## src/rtl/id_ex_stage.sv

```systemverilog
// ID/EX pipeline register with load-use hazard detection and bubble insertion.
// Optional hazard/flush statistics counters under IDEX_HAZ_STATS_EN.
module id_ex_stage #(
  parameter int XLEN      = 32,
  parameter int STALL_CYC = 1
) (
  input  logic            clk,
  input  logic            rst,
  input  logic            id_valid,
  input  logic [17:0]     id_cbus,
  input  logic [XLEN-1:0] id_pc,
  input  logic [XLEN-1:0] id_rs1_data,
  input  logic [XLEN-1:0] id_rs2_data,
  input  logic [XLEN-1:0] id_imm,
  input  logic [4:0]      id_rd,
  input  logic [4:0]      id_rs1,
  input  logic [4:0]      id_rs2,
  input  logic            flush,
  input  logic            stall_in,
  output logic            ex_valid,
  output logic [17:0]     ex_cbus,
  output logic [XLEN-1:0] ex_pc,
  output logic [XLEN-1:0] ex_rs1_data,
  output logic [XLEN-1:0] ex_rs2_data,
  output logic [XLEN-1:0] ex_imm,
  output logic [4:0]      ex_rd,
  output logic [4:0]      ex_rs1,
  output logic [4:0]      ex_rs2,
  output logic            hz_stall
`ifdef IDEX_HAZ_STATS_EN
  ,
  output logic [31:0]     stat_stalls,
  output logic [31:0]     stat_flushes
`endif
);

  localparam logic [0:0] S_IDLE  = 1'b0;
  localparam logic [0:0] S_STALL = 1'b1;

  logic [0:0]      r_state;
  logic [1:0]      r_cnt;
  logic            r_valid;
  logic [17:0]     r_cbus;
  logic [XLEN-1:0] r_pc;
  logic [XLEN-1:0] r_rs1_data;
  logic [XLEN-1:0] r_rs2_data;
  logic [XLEN-1:0] r_imm;
  logic [4:0]      r_rd;
  logic [4:0]      r_rs1;
  logic [4:0]      r_rs2;

  logic w_load;
  logic w_haz;
  logic w_hz;
  logic w_bubble;
  logic w_clr;

  assign w_load = r_valid & (r_cbus[8:7] == 2'b01);
  assign w_haz  = w_load & (r_rd != 5'd0) & id_valid
                & ((r_rd == id_rs1) | (r_rd == id_rs2));

  always_comb begin
    w_hz = 1'b0;
    if (!rst) begin
      case (r_state)
        S_IDLE:  w_hz = w_haz & ~flush & ~stall_in;
        default: w_hz = ~flush;
      endcase
    end
  end

  // flush outranks stall_in; stall_in outranks bubble insertion
  assign w_bubble = (r_state == S_STALL) | w_haz;
  assign w_clr    = rst | flush | (~stall_in & w_bubble);
  assign hz_stall = w_hz;

  always_ff @(posedge clk) begin
    if (w_clr) begin
      r_valid    <= 1'b0;
      r_cbus     <= '0;
      r_pc       <= '0;
      r_rs1_data <= '0;
      r_rs2_data <= '0;
      r_imm      <= '0;
      r_rd       <= '0;
      r_rs1      <= '0;
      r_rs2      <= '0;
    end else if (!stall_in) begin
      r_valid    <= id_valid;
      r_cbus     <= id_cbus;
      r_pc       <= id_pc;
      r_rs1_data <= id_rs1_data;
      r_rs2_data <= id_rs2_data;
      r_imm      <= id_imm;
      r_rd       <= id_rd;
      r_rs1      <= id_rs1;
      r_rs2      <= id_rs2;
    end
  end

  always_ff @(posedge clk) begin
    if (rst || flush) begin
      r_state <= S_IDLE;
      r_cnt   <= 2'd0;
    end else if (!stall_in) begin
      case (r_state)
        S_IDLE: begin
          if (w_haz && (STALL_CYC > 1)) begin
            r_state <= S_STALL;
            r_cnt   <= 2'(STALL_CYC - 1);
          end
        end
        default: begin
          if (r_cnt <= 2'd1) begin
            r_state <= S_IDLE;
            r_cnt   <= 2'd0;
          end else begin
            r_cnt <= r_cnt - 2'd1;
          end
        end
      endcase
    end
  end

  assign ex_valid    = r_valid;
  assign ex_cbus     = r_cbus;
  assign ex_pc       = r_pc;
  assign ex_rs1_data = r_rs1_data;
  assign ex_rs2_data = r_rs2_data;
  assign ex_imm      = r_imm;
  assign ex_rd       = r_rd;
  assign ex_rs1      = r_rs1;
  assign ex_rs2      = r_rs2;

`ifdef IDEX_HAZ_STATS_EN
  logic [31:0] r_stat_stalls;
  logic [31:0] r_stat_flushes;

  always_ff @(posedge clk) begin
    if (rst) begin
      r_stat_stalls  <= '0;
      r_stat_flushes <= '0;
    end else begin
      if (w_hz && (r_stat_stalls != 32'hFFFF_FFFF))
        r_stat_stalls <= r_stat_stalls + 32'd1;
      if (flush && id_valid && (r_stat_flushes != 32'hFFFF_FFFF))
        r_stat_flushes <= r_stat_flushes + 32'd1;
    end
  end

  assign stat_stalls  = r_stat_stalls;
  assign stat_flushes = r_stat_flushes;
`endif

endmodule

```

## config.mk

```make
export PLATFORM = sky130hd
export DESIGN_NAME = id_ex_stage
export DESIGN_NICKNAME = d
export VERILOG_FILES = /design/src/rtl/id_ex_stage.sv
export SDC_FILE = /design/constraint.sdc
export NUM_CORES = 1
export LEC_CHECK = 0
export CAP_MARGIN = 10
export CORE_ASPECT_RATIO = 0.75
export CORE_MARGIN = 2
export CORE_UTILIZATION = 35
export CTS_CLUSTER_SIZE = 20
export DETAILED_ROUTE_END_ITERATION = 10
export PLACE_DENSITY = 0.7
export SETUP_SLACK_MARGIN = 0.1
export SLEW_MARGIN = 20
export SYNTH_ARGS = -nofsm -noshare
export SYNTH_HDL_FRONTEND = slang
export SYNTH_SLANG_ARGS = --single-unit
```

## constraint.sdc

```tcl
create_clock -name clk -period 1.9 [get_ports clk]
set_input_delay 0.19 -clock clk [delete_from_list [all_inputs] [get_ports clk]]
set_output_delay 0.19 -clock clk [all_outputs]
set_load 0.005 [all_outputs]
```

==> metrics <==
outcome=finished, violations left; failing checks=negative setup slack; CP Capture Point=hz_stall; final wirelength=23000 um; largest net degree at the start of global routing=101; final hold vios=0; most used routing layer=met2; die area=21300 um^2; Final HPWL DP=14000 um; layout overhead on the synthesized area=64.0%; Clock Power Share=0.415; placed instance area=10600 um^2; Die H=127 um; crit path cell chain=or4_4 > nor2_4 > nor3_2 > a31o_2 > buf_6; r2r startpoint=ex_rd[2]; WL/cell=19.8 um; sw frac=0.246; FF-to-FF setup slack=-10 ps; Worst path depth=5; Clock Pin Slew Worst Setup and Hold Paths=70 ps; Starting Density=0.360; syn nets=755; RSZ-0062 raised after global routing=yes; initial antenna violation count=0; Startpoint Class=flop; gr usage total=0.205; Flop pwr share=0.435; Syn Inst Count=589; Worst-Skew Late Latency=420 ps; worst-margin pin slew=847 ps; crit share post-route=1.05; leading cell type in the layout, fill and taps excluded=clkdlybuf4s50_1; Port-buffer cells=328; Ports=329; Detail Route Antenna Nets=0; CTS tree=done; Critical R2R Capture=ex_pc[10]; clk sinks=165; Finished Cell Area=11500 um^2; total number of vias=5990; DR vias/cell=5.15; share of cells above drive strength 1=0.163; GR Overflow Total=0; cell family with most CP delay=simple AND/OR/NAND/NOR gates; P_int=6.30 mW; Required @ worst endpoint=1710 ps; Max VDD drop=0.374 mV; Syn. warnings=0; first-pass GRT wire length=34500 um; endpoint class of the critical path=primary output; NetSw=2.05 mW; Mapped Area=7040 um^2; met3 Track Usage GR=0.0608; CP Class=reg2out; launch point of the worst path=ex_rd[2]; cts bufs inserted=17; Combinational Power Share=0.151; fmax=499 MHz; Final setup viols=15; Max-cap violations=0; Tmin final=2000 ps; Fin Hold WS=310 ps; Root Driver=clkbuf_16; Hold Crit Class=in2reg; DR pass1 iterations=4; r2r worst-path depth=6; Post-CTS Hold Buffers=0; M1 GR Usage=0.268; leakage=4.25 nW; Layout Nets=1062; # rows=44; Final Slew Violations=0; most frequent cells in the layout=clkdlybuf4s50_1, dfxtp_1, mux2i_1; CP max FO=2; Worst slew margin=0.435; number of synthesized register bits=165; DRT iter0 DRCs=342; vias in the first global route=5952; Worst Path Buf+Inv=1; Syn Area/Cell=11.9 um^2; DRC viols=0; Core ar.=19500 um^2; P per Cell Area=723 nW/um^2; Worst path max stage delay=550 ps; GPL Wtd Cong=0.753; Die W=168 um; postcts setup bufs=0; Unique masters post-synth=23; met2 Usage GRT=0.328; part of the Yosys area used for sequential elements=0.469; Worst EP arrival=1810 ps; fill count=1651; H-tree lvl count=4; CP max-delay cell=or4_4; clk buf depth=2; Final WS setup=-103 ps; number of inserted diodes=0; Clock Skew=12.8 ps
[sequential cells by signal, indices dropped and copies added, names as in the netlist]
register,cells
ex_cbus,18
ex_imm,32
ex_pc,32
ex_rd,5
ex_rs1,5
ex_rs1_data,32
ex_rs2,5
ex_rs2_data,32
ex_valid,1
r_cnt,2
r_state,1
[what timing repair did]
action                                  in CTS  in global routing
endpoints found under the setup margin     163                163
pin swaps                                    4                  1
cloned                                       4                  5
resized for setup                           22                  8
[logic make-up after synthesis]
logic type      count (synthesis)  synth area share
compound gates                167             0.228
xor+xnor                       10            0.0124
buf+inv                        71            0.0492
flops                         165             0.469
mux                           162             0.230
simple gates                   14            0.0107
[final cells by class]
cell class | count | area (um^2) | area share
Timing Repair Buffer | 359 | 3870 | 0.335
Clock inverter | 12 | 144 | 0.0125
Multi-Input combinational cell | 353 | 3470 | 0.301
Tap cell | 253 | 317 | 0.0274
Sequential cell | 165 | 3300 | 0.286
Clock buffer | 20 | 437 | 0.0378
[how the worst min path moves through the flow]
stage,from,to,slack (ps),depth (start not counted)
detailed placement,r_cnt[1],r_cnt[1],460,1
floorplan,rst,r_cnt[0],270,1
global placement,r_cnt[1],r_cnt[1],450,1
global route,stall_in,r_cnt[1],340,3
finish,stall_in,r_cnt[1],310,3
CTS,stall_in,r_cnt[1],290,3
[synthesized netlist by cell type]
cell type / number / area share
a31o_2: 1 / 0.0012
nand4b_1: 1 / 0.0012
nor3_1: 2 / 0.0014
buf_1: 7 / 0.0037
or4_1: 1 / 0.0011
a211oi_2: 70 / 0.12
nand2_1: 3 / 0.0016
nor3b_1: 1 / 0.0011
buf_6: 8 / 0.013
nand2b_1: 1 / 0.00089
a21oi_1: 1 / 0.00071
nand3_1: 2 / 0.0014
a211oi_1: 92 / 0.098
nor2_1: 2 / 0.0011
o21a_1: 1 / 0.0011
o211a_1: 1 / 0.0014
mux2i_1: 162 / 0.23
and2_1: 1 / 0.00089
xnor2_1: 10 / 0.012
clkbuf_1: 40 / 0.021
dfxtp_1: 165 / 0.47
buf_2: 16 / 0.011
o22ai_1: 1 / 0.00089
[power by group through the flow]
stage	clock [mW]	sequential [mW]	combinational, mW
floorplan	0	3.72	0.500
global placement	0	3.70	1.22
detailed placement	0	3.71	1.22
CTS	3.56	3.63	1.24
global route	3.71	3.64	1.34
finish	3.46	3.63	1.26
[stage by stage]
stage	power, mW	cells	utilization	setup TNS (ps)	setup slack, ps
after floorplan	4.22	589	-	0	179
after CTS	8.43	1157	0.582	-148	-148
after global placement	4.93	1121	0.543	-12480	-249
after detailed placement	4.93	1121	0.543	-12170	-242
after global routing	8.69	1162	0.591	-1600	-170
final	8.35	1162	0.591	-175	-103
[per-layer routing]
layer | vias up | routed length, um | share of wire
li1 | 2874 | - | -
met5 | - | 0 | 0
met1 | 2923 | 10500 | 0.46
met2 | 177 | 10900 | 0.47
met4 | 0 | 250 | 0.011
met3 | 16 | 1330 | 0.058
[worst reg2reg max path: stages, from the launching register on]
cell       delay (ps)
dfxtp_2           320
or4_4             550
nor2_4            120
nor3_2             50
buf_4             240
bufbuf_16         340
a211oi_2          210
No activity file was read; power rests on OpenSTA's default activity.
